<file path="src/rtl/serializador_tx.sv">
// rtl/serializador_tx.sv - byte FIFO feeding an MSB-first serializer with a COM alignment burst
module serializador_tx #(
  parameter logic [7:0] COM_BYTE   = 8'hBC,
  parameter int         SYNC_COUNT = 4,
  parameter int         FIFO_DEPTH = 4
) (
  input  logic       clk_32f,
  input  logic       reset,
  input  logic [7:0] data_in,
  input  logic       valid_in,
  output logic       ready_out,
  output logic       data_out,
  output logic       active,
  output logic       tx_data
);

  localparam int AW = $clog2(FIFO_DEPTH);
  localparam int CW = $clog2(SYNC_COUNT + 1);

  localparam logic [0:0] ST_SYNC = 1'b0;
  localparam logic [0:0] ST_RUN  = 1'b1;

  logic [7:0]    mem [FIFO_DEPTH];
  logic [AW-1:0] wr_ptr;
  logic [AW-1:0] rd_ptr;
  logic [AW:0]   count;

  logic [7:0]    shreg;
  logic [2:0]    bit_cnt;
  logic [CW-1:0] com_cnt;
  logic [0:0]    state;

  logic boundary;
  logic run_decide;
  logic push;
  logic pop;

  // The last bit of every byte is the slot where the next byte is chosen.
  assign boundary   = (bit_cnt == 3'd7);
  // RUN load rules apply in RUN and also at the boundary that closes the final sync COM.
  assign run_decide = (state == ST_RUN) || (com_cnt == CW'(SYNC_COUNT - 1));
  assign pop        = boundary && run_decide && (count != '0);
  assign push       = valid_in && ready_out && !reset;

  assign ready_out = (count != (AW + 1)'(FIFO_DEPTH));
  assign data_out  = shreg[7];
  assign active    = (state == ST_RUN);

  // FIFO storage; contents are don't-care once the pointers are flushed.
  always_ff @(posedge clk_32f) begin
    if (push) begin
      mem[wr_ptr] <= data_in;
    end
  end

  // FIFO pointers and occupancy; a simultaneous push and pop leaves count unchanged.
  always_ff @(posedge clk_32f) begin
    if (reset) begin
      wr_ptr <= '0;
      rd_ptr <= '0;
      count  <= '0;
    end else begin
      if (push) begin
        wr_ptr <= wr_ptr + AW'(1);
      end
      if (pop) begin
        rd_ptr <= rd_ptr + AW'(1);
      end
      case ({push, pop})
        2'b10:   count <= count + (AW + 1)'(1);
        2'b01:   count <= count - (AW + 1)'(1);
        default: count <= count;
      endcase
    end
  end

  // Shifter, bit counter, sync counter and phase; every byte boundary reloads shreg.
  always_ff @(posedge clk_32f) begin
    if (reset) begin
      shreg   <= COM_BYTE;
      bit_cnt <= 3'd0;
      com_cnt <= '0;
      state   <= ST_SYNC;
      tx_data <= 1'b0;
    end else if (boundary) begin
      bit_cnt <= 3'd0;
      if (state == ST_SYNC) begin
        com_cnt <= com_cnt + CW'(1);
      end
      if (run_decide) begin
        state <= ST_RUN;
      end
      if (pop) begin
        shreg   <= mem[rd_ptr];
        tx_data <= 1'b1;
      end else begin
        shreg   <= COM_BYTE;
        tx_data <= 1'b0;
      end
    end else begin
      shreg   <= {shreg[6:0], 1'b0};
      bit_cnt <= bit_cnt + 3'd1;
    end
  end

endmodule

</file>
<file path="config.mk">
export PLATFORM = sky130hd
export DESIGN_NAME = serializador_tx
export DESIGN_NICKNAME = d
export VERILOG_FILES = /design/src/rtl/serializador_tx.sv
export SDC_FILE = /design/constraint.sdc
export NUM_CORES = 1
export LEC_CHECK = 0
export CAP_MARGIN = 20
export CORE_MARGIN = 10
export CORE_UTILIZATION = 57
export DETAILED_ROUTE_END_ITERATION = 10
export GPL_ROUTABILITY_DRIVEN = 0
export PLACE_DENSITY = 0.83
export SLEW_MARGIN = 20
export SYNTH_ARGS = -nofsm -noshare
export SYNTH_HDL_FRONTEND = slang
export SYNTH_SLANG_ARGS = --single-unit
</file>
<file path="constraint.sdc">
create_clock -name clk_32f -period 3 [get_ports clk_32f]
set_input_delay 0.45 -clock clk_32f [delete_from_list [all_inputs] [get_ports clk_32f]]
set_output_delay 0.45 -clock clk_32f [all_outputs]
set_load 0.01 [all_outputs]
</file>
### Yosys cells after proc, flatten, opt, wreduce, memory -nomap -nowiden

Memory sizes are Yosys's and may differ from the RTL's. A register that Yosys moved wholly into a read port is not among the register bits.
Index checks and enable logic that the tools add are counted.

| word-level totals | value |
|---|---|
| memories | 1 |
| memory bits (writable) | 32 |
| output and inout bits | 4 |
| register bits after elaboration | 23 |

Memories:

| memory | depth | bits a word | read ports | clocked after Yosys merged registers in | wr ports | RTL line | source |
|---|---|---|---|---|---|---|---|
| mem | 4 | 8 | 1 | 1 | 1 | 23 | `logic [7:0] mem [FIFO_DEPTH];` |

| cells by class | value |
|---|---|
| reductions and logical operators | 12 |
| bitwise operators | 3 |
| equal/unequal tests | 5 |
| mux-type cells | 8 |
| $add $sub $neg | 6 |

Operator list:

| operator | count |
|---|---|
| 8-bit two-way mux | 2 |
| 3-bit by 1-bit adder with 3-bit output, second input constant | 3 |
| 3-bit one-hot mux with 2 select lines | 1 |
| 2-bit by 1-bit adder with 2-bit output, second input constant | 2 |
| 1-bit logical AND | 4 |
| 2-bit two-way mux | 2 |
| 2-bit AND reduction | 2 |
| 3-bit by 2-bit equality test with 1-bit output, second input constant | 1 |
| 3-bit equality test, second input constant | 1 |
| 1-bit two-way mux | 3 |
| 3-bit != test, second input constant | 1 |
| 1-bit NOT | 3 |
| 3-bit nonzero test | 1 |
| 3-bit OR reduction | 1 |
| 3-bit by 1-bit subtractor with 3-bit output, second input constant | 1 |
| 2-bit by 1-bit equality test with 1-bit output, second input constant | 1 |
| 2-bit equality test, second input constant | 1 |
| 2-bit nonzero test | 1 |
| 2-bit OR reduction | 1 |
| 1-bit logical NOT | 1 |
| 1-bit logical OR | 1 |

### Depth between registers and ports, before layout

Gate-level depths: netlist of run 1.

| depth | value |
|---|---|
| word-level depth | 6 |
| gate-level depth with buffers | 10 |

### Worst setup path after synthesis of run 1

Ideal clock, no wire load.

| timing path | value |
|---|---|
| path type | reg2reg |
| start | reg bit_cnt[0] |
| end | reg count[2] |
| stages on the path, launching flop included | 11 |
| arrival time | 2.032 ns |
| required time | 2.929 ns |
| setup slack | 0.897 ns |
| cell sequence | dfxtp_1 ha_1 ha_1 o21ai_1 nor2_1 ha_1 inv_1 fa_1 xor2_1 or3_1 a21oi_1 |

| on the way | value |
|---|---|
| word-level cells in the longest chain between the ends | 5 |
| elaborated cells between the ends (all ways) | 7 |

Ends and longest elaborated chain:

| element | RTL line | source |
|---|---|---|
| from (decl) | 29 | `logic [2:0] bit_cnt;` |
| from (signal assigned) | 102 | `bit_cnt <= bit_cnt + 3'd1;` |
| 3-bit equality test (*) | 39 | `assign boundary = (bit_cnt == 3'd7);` |
| 1-bit logical AND (*) (2 in a row) | 42 | `assign pop = boundary && run_decide && (count != '0);` |
| named net pop | 36 | `logic pop;` |
| 2-bit by 1-bit equality test with 1-bit output or 2-bit equality test (tied branches) | 69 | `case ({push, pop})` |
| 3-bit one-hot mux with 2 select lines or 2-bit nonzero test (tied branches) | - |  |
| to (signal assigned) | 70 | `2'b10: count <= count + (AW + 1)'(1);` |
| to (signal assigned) | 71 | `2'b01: count <= count - (AW + 1)'(1);` |
| to (signal assigned) | 72 | `default: count <= count;` |
| to (decl) | 26 | `logic [AW:0] count;` |

The timed path passes the listed nets; every way through them passes the cells marked *.
A chain may end at the register's enable or synchronous reset.

### Worst setup path after layout of run 1

| timing path | value |
|---|---|
| start | reg count[2] |
| end | reg count[2] |

| on the way | value |
|---|---|
| word-level cells in the longest chain between the ends | 5 |
| elaborated cells between the ends (all ways) | 11 |

Ends and longest elaborated chain:

| element | RTL line | source |
|---|---|---|
| 3-bit != test | 45 | `assign ready_out = (count != (AW + 1)'(FIFO_DEPTH));` |
| 1-bit logical AND (2 in a row) | 43 | `assign push = valid_in && ready_out && !reset;` |
| 2-bit by 1-bit equality test with 1-bit output or 2-bit equality test (tied branches) | 69 |  |
| 3-bit one-hot mux with 2 select lines or 2-bit nonzero test (tied branches) | - |  |

Several ways; a longest one is shown, not always the timed one.

==> results.txt, run 1 <==
----------------------------------------------------
[Status]
  Status ... complete, no violations

[Detailed routing]
  Antenna violation net count after detailed routing ... 0
  Drt wl/cell ... 17.0 um
  Residual DRC ... 0
  Total iterations of the first detailed-routing run ... 4
  Number of vias in the routed layout ... about 1,300
  Number of DRC markers in iteration 0 ... 117
  Via density per instance ... 5.66
  Total wirelength of the detailed-routed design ... 3.81 mm

[Setup path]
  Crit path cell chain ... nor3b_1 -> nor3_1 -> inv_1 -> ha_1 -> inv_1 -> fa_1 -> xor2_1 -> or3_1 -> a21oi_1
  CP arrival ... 2.62 ns
  Cell with the largest stage delay on the worst path ... sky130_fd_sc_hd__nor3b_1
  Critical path fanouts, max ... 5
  Nature of the critical path startpoint ... register
  Most common cell on crit path ... sky130_fd_sc_hd__inv_1
  Largest delay share family, worst path ... simple AND/OR/NAND/NOR gates
  Critical setup path kind ... register to register
  Critical path data required time ... approximately 3.3 ns
  Type of element capturing the critical path ... register
  CP max stage delay ... 0.44 ns
  Buf+Inv Stages, Crit Path ... 2

[Pwr]
  PD cells ... 657 mW/mm2
  Maximum vdd drop ... 0.000445 V
  Total power ... ~1.7 mW
  Pleak ... 0.920 nW

[Floorplanning]
  Height of the die ... 82.2 um
  Starting utilization of the core area ... approximately three fifths
  CORE AREA ... 0.00369 mm2
  Die width ... 82.2 um
  DIE AREA ... 0.00675 mm2
  Count of boundary I/O pins ... 15
  Site row count ... 22

[Yosys]
  Share of the yosys chip area belonging to registers ... between 60 and 70%
  Distinct cells, synth ... 28
  Synthesized instance count ... 151
  Net count after synthesis ... approximately 170
  Total number of yosys warnings ... 0
  Mean post-synth cell area ... 14.6 um2
  Number of flip-flops and latches in the synthesized netlist ... 57
  Synthesized area ... ~0.0022 mm2

[Global routing]
  Largest net degree at the start of global routing ... 25
  Global-route usage over all layers ... 13.4%
  Total congestion overflow ... 0
  Global-route wire length before repair ... 6.44 mm
  Antenna violations before repair ... 0
  Vias in the first global route ... 1,376

[Min path]
  Worst min path class ... register to register

[Cells and area]
  Fin area ... 0.00262 mm2
  Proportion of layout cells with a drive suffix above 1 ... 15.3%
  Storage element area ... 0.00146 mm2
  Fin nets ... 192
  Synth-to-layout area growth ... 19.0%
  Total area of multi-input combinational cells ... around 660 um2
  Filler cell count ... 253
  Post-layout instance count excluding filler cells ... 224
  Ant diodes ... 0

[Placement]
  Placed cell count ... 208
  Cell Area, Placed ... 0.00239 mm2
  Placed wire-length estimate after detailed placement ... between 2 and 2.5 mm
  I/O Buffers ... 14

[STA]
  Max Transition Viols Final ... 0
  Slew HR ... between 60% and 70%
  Sum of negative setup slack ... 0 ns
  Final Critical Period ... 2.36 ns
  Tightest Pin Transition ... approximately 0.60 ns
  Fin crit share ... 78.8%
  Number of failing hold endpoints at the final stage ... 0
  Top achievable clock speed ... 0.423 GHz
  Final-layout worst hold slack ... between 0.4 and 0.5 ns
  Skew final ... 0.00564 ns
  Unrepaired setup endpoints after global routing ... no
  Final setup fails ... 0

[Clock tree]
  Clock Sinks ... 57
  CTS hold repair buffers ... 0
  Inserted Clock Buffers ... 9
  Maximum buffer depth of the clock tree ... 2
  Clock latency of the later-clocked register in the worst-skew pair ... 0.33 ns
  Quantity of gates resized following cts ... 0
  Setup fix buffers added after clock tree synthesis ... 0
  Clock slew at the register clock pins of the worst setup and hold paths ... 0.06 ns
  H-tree level count ... 3
  Clock tree from TritonCTS ... done
  Clock root cell ... sky130_fd_sc_hd__clkbuf_8

[Run]
  Max capacitance violation total ... 0

----------------------------------------------------
final timing paths:
kind	start	endpoint	slack [ns]	depth (start not counted)
setup / recovery	count[2]	count[2]	0.64	9
hold / removal	bit_cnt[0]	bit_cnt[0]	0.43	1
setup reg to reg	count[2]	count[2]	0.64	9
hold reg to reg	bit_cnt[0]	bit_cnt[0]	0.43	1
sequential cells by signal (all words and copies together) (netlist names), named ones only:
| name | flops |
|---|---|
| bit_cnt | 3 |
| active | 1 |
| shreg | 8 |
| tx_data | 1 |
| wr_ptr | 2 |
| count | 3 |
| com_cnt | 3 |
| mem | 32 |
| rd_ptr | 2 |
cell type report:
cell class	instances	share of cell area, %
repair buffers	16	5.92
clock buffers	12	7.16
inverters	15	2.15
flip-flops and latches	57	55.8
multi-input cells	72	25.0
well taps	48	2.29
clock inverters	4	1.72
metal layers:
metal | global-route usage (%) | up-vias | wire length (um)
li1 | - | 600 | -
met1 | 15.1 | 628 | 1660
met2 | 20.8 | 29 | 1880
met3 | 4.97 | 11 | 163
met4 | 9.01 | 0 | 104
met5 | 0 | - | 0
metrics by stage:
stage,util (%),setup WS (ns)
floorplan,-,0.897
global placement,64.8,0.572
detailed placement,64.8,0.441
CTS,71.1,0.673
global route,71.1,0.458
finish,71.1,0.637
layout by cell type, fill, tap and decap left out, types with 2 or more instances in the layout:
cell type	instances
sky130_fd_sc_hd__nor3_1	2
sky130_fd_sc_hd__o32a_1	5
sky130_fd_sc_hd__nand3_1	2
sky130_fd_sc_hd__clkbuf_16	2
sky130_fd_sc_hd__a21oi_1	8
sky130_fd_sc_hd__nor2b_1	3
sky130_fd_sc_hd__or3_1	3
sky130_fd_sc_hd__o32ai_1	2
sky130_fd_sc_hd__inv_1	15
sky130_fd_sc_hd__and2_1	4
sky130_fd_sc_hd__nor2_1	8
sky130_fd_sc_hd__mux4_2	8
sky130_fd_sc_hd__clkinv_2	3
sky130_fd_sc_hd__ha_1	9
sky130_fd_sc_hd__clkdlybuf4s50_1	14
sky130_fd_sc_hd__edfxtp_1	32
sky130_fd_sc_hd__xor2_1	2
sky130_fd_sc_hd__dfxtp_1	25
sky130_fd_sc_hd__clkbuf_8	10
sky130_fd_sc_hd__nor3b_1	3
sky130_fd_sc_hd__o21ai_0	4
sky130_fd_sc_hd__buf_4	2
logic make-up (layout without fill, tap and decap cells):
| group | Yosys count | count (layout) | share of synthesized area (%) |
|---|---|---|---|
| flops | 57 | 57 | 66.4 |
| buf+inv | 22 | 47 | 3.86 |
| fa+ha+maj | 10 | 10 | 6.02 |
| mux | 9 | 9 | 8.64 |
| xor+xnor | 3 | 3 | 1.19 |
| simple gates | 27 | 27 | 6.93 |
| compound gates | 23 | 23 | 6.99 |
synth_stat cells:
library cell               count  area [um2]
sky130_fd_sc_hd__or3_1         3        18.8
sky130_fd_sc_hd__xor2_1        2        17.5
sky130_fd_sc_hd__nor2_1        8        30.0
sky130_fd_sc_hd__mux2i_1       1        10.0
sky130_fd_sc_hd__or4_1         1        7.51
sky130_fd_sc_hd__edfxtp_1     32         961
sky130_fd_sc_hd__a21oi_1       8        40.0
sky130_fd_sc_hd__ha_1          9         113
sky130_fd_sc_hd__and2_1        4        25.0
sky130_fd_sc_hd__xnor2_1       1        8.76
sky130_fd_sc_hd__fa_1          1        20.0
sky130_fd_sc_hd__nor3_2        1        10.0
sky130_fd_sc_hd__o32a_1        5        50.1
sky130_fd_sc_hd__o31ai_1       1        7.51
sky130_fd_sc_hd__inv_1        15        56.3
sky130_fd_sc_hd__clkbuf_1      5        18.8
sky130_fd_sc_hd__o22ai_1       1        6.26
sky130_fd_sc_hd__a211oi_1      1        7.51
sky130_fd_sc_hd__buf_2         2        10.0
sky130_fd_sc_hd__o32ai_1       2        17.5
sky130_fd_sc_hd__o21ai_0       4        20.0
sky130_fd_sc_hd__o21ai_1       1        5.00
sky130_fd_sc_hd__nand3_1       2        10.0
sky130_fd_sc_hd__nor3b_1       3        22.5
sky130_fd_sc_hd__dfxtp_1      25         500
sky130_fd_sc_hd__mux4_2        8         180
sky130_fd_sc_hd__nor3_1        2        10.0
sky130_fd_sc_hd__nor2b_1       3        18.8
power breakdown:
group | internal, mW | total, mW | switching, mW
Sequential | 0.847 | 0.856 | 0.00922
Combinational | 0.0340 | 0.0693 | 0.0353
Clock | 0.502 | 0.798 | 0.296
Note: power is estimated with default switching activity, not from simulation.
==> run 2, diff against run 1 <==
- CORE_UTILIZATION: 57 -> 51
- PLACE_DENSITY: 0.83 -> 0.79
- clock period: 3 -> 2.1 ns (I/O delays scaled with it)
==> results.txt, run 2 (synthesis results as in run 1) <==
----------------------------------------------------
[STA]
  Skew final ... 0.00721 ns
  Final setup fails ... 0
  Tightest Pin Transition ... between 0.5 and 0.6 ns
  Number of failing hold endpoints at the final stage ... 0
  Unrepaired setup endpoints after global routing ... yes
  Sum of negative setup slack ... 0 ns
  Fin crit share ... 97.9%
  Max Transition Viols Final ... 0
  Final Critical Period ... 2.06 ns
  Slew HR ... between 60% and 70%
  Top achievable clock speed ... 0.486 GHz

[Cells and area]
  Post-layout instance count excluding filler cells ... about 240
  Storage element area ... 0.00147 mm2
  Ant diodes ... 0
  Fin nets ... 203
  Filler cell count ... roughly 280
  Register with the most flip-flops ... mem
  Proportion of layout cells with a drive suffix above 1 ... between 20 and 30%
  Max reg flops ... 32
  Total area of multi-input combinational cells ... 703 um2
  Regs by FF count ... mem (32), shreg (8)
  Most common library cell in the layout ignoring fill and taps ... sky130_fd_sc_hd__edfxtp_1
  Synth-to-layout area growth ... 24.8%
  Fin area ... 0.00275 mm2
  Most used cells in the layout excluding fill and tap cells ... sky130_fd_sc_hd__edfxtp_1 (32), sky130_fd_sc_hd__dfxtp_1 (22), sky130_fd_sc_hd__inv_1 (15)
  Final core utilization ... 67.2%

[Setup path]
  Cell with the largest stage delay on the worst path ... sky130_fd_sc_hd__dfxtp_2
  Worst reg-to-reg path cell count ... 10
  Reg-to-reg critical path endpoint ... count[2]
  Critical path data required time ... 2.36 ns
  Crit path cell chain ... ha_1 -> ha_2 -> o21ai_2 -> nor2_2 -> ha_2 -> inv_1 -> fa_2 -> xor2_1 -> or3_1 -> a21oi_2
  Endpoint of the worst setup timing path ... count[2]
  CP max stage delay ... between 0.3 and 0.4 ns
  Nature of the critical path startpoint ... register
  CP arrival ... 2.32 ns
  Most common cell on crit path ... sky130_fd_sc_hd__ha_2
  Critical setup path kind ... register to register
  Critical path fanouts, max ... 2
  Type of element capturing the critical path ... register
  Beginning of the worst register-to-register path ... com_cnt[0]
  Critical path startpoint ... com_cnt[0]
  Minimum setup slack among reg-to-reg paths ... 0.04 ns

[Detailed routing]
  Number of DRC markers in iteration 0 ... 130
  Total iterations of the first detailed-routing run ... 4
  Total wirelength of the detailed-routed design ... 4.01 mm
  Drt wl/cell ... 16.9 um
  Antenna violation net count after detailed routing ... 0
  Via density per instance ... between 5 and 6
  Number of vias in the routed layout ... 1,296
  Residual DRC ... 0

[Clock tree]
  Clock Sinks ... 57
  CTS hold repair buffers ... 0
  Clock tree from TritonCTS ... done
  Clock slew at the register clock pins of the worst setup and hold paths ... 0.06 ns
  Clock latency of the later-clocked register in the worst-skew pair ... 0.33 ns
  Inserted Clock Buffers ... 9
  H-tree level count ... 3
  Clock root cell ... sky130_fd_sc_hd__clkbuf_8
  Maximum buffer depth of the clock tree ... 2

[Placement]
  Cell Area, Placed ... 0.00248 mm2
  Placed wire-length estimate after detailed placement ... 2.70 mm
  I/O Buffers ... 14
  Placed cell count ... 218

[Global routing]
  Vias in the first global route ... between 1,000 and 1,500
  Global-route usage over all layers ... 12.2%
  Global-route wire length before repair ... 7.01 mm
  Total congestion overflow ... 0
  Antenna violations before repair ... 0
  Largest net degree at the start of global routing ... 25

[Floorplanning]
  DIE AREA ... 0.00735 mm2
  Die width ... 85.7 um
  Site row count ... 23
  CORE AREA ... 0.00409 mm2
  Count of boundary I/O pins ... 15
  Starting utilization of the core area ... a little over half
  Height of the die ... about 86 um

[Min path]
  Worst min path class ... register to register
  Number of instances on the worst hold path ... 1

[Run]
  Max capacitance violation total ... 0

[Status]
  Status ... complete, no violations

[Pwr]
  PD cells ... 852 mW/mm2
  Pleak ... ~0.96 nW
  Maximum vdd drop ... between 0.0005 and 0.0006 V
  Total power ... 2.34 mW

----------------------------------------------------
==> run 2: worst max-delay path: cells and delay by family (launching register included) <==
kind / cells / cell delay [ns]
fa+ha+maj: 4 / 0.84
simple gates: 2 / 0.42
flops: 1 / 0.33
compound gates: 2 / 0.20
xor+xnor: 1 / 0.15
buf+inv: 1 / 0.05
==> run 2: metrics by stage <==
| stage | hold WS [ns] | worst slack (ns) |
|---|---|---|
| floorplan | 0.404 | 0.0335 |
| global placement | 0.414 | -0.0755 |
| detailed placement | 0.440 | -0.205 |
| CTS | 0.454 | -0.00683 |
| global route | 0.454 | -0.0572 |
| finish | 0.445 | 0.0438 |
==> run 2: layout make-up <==
type                    instances  share of cell area, %
flip-flops and latches         57                   53.3
repair buffers                 27                   9.56
well taps                      50                   2.28
multi-input cells              72                   25.6
inverters                      15                   2.05
clock inverters                 3                   1.41
clock buffers                  13                   5.78
==> run 2: what timing repair did <==
item	4_1_cts	5_1_grt
pin swaps	5	2
resized for setup	12	1
buffers inserted	2	1
endpoints found under the setup margin	2	2
==> run 2: how the worst min path moves through the flow <==
stage               slack [ns]        from          to
global placement          0.41  bit_cnt[0]  bit_cnt[0]
global route              0.45  bit_cnt[0]  bit_cnt[0]
detailed placement        0.44  bit_cnt[0]  bit_cnt[0]
CTS                       0.45  bit_cnt[0]  bit_cnt[0]
floorplan                 0.40  bit_cnt[0]  bit_cnt[0]
finish                    0.44  bit_cnt[0]  bit_cnt[0]
==> run 2: report_power, final <==
group	switching, mW	internal [mW]
combinational	0.0540	0.0561
sequential	0.0151	1.21
clock	0.398	0.607
==> run 2: layer usage <==
metal  track usage (%)  part of all wire [%]
met1              12.8                    40
met2              20.6                    53
met3              4.82                   5.0
met4              6.89                   2.2
met5                 0                     0
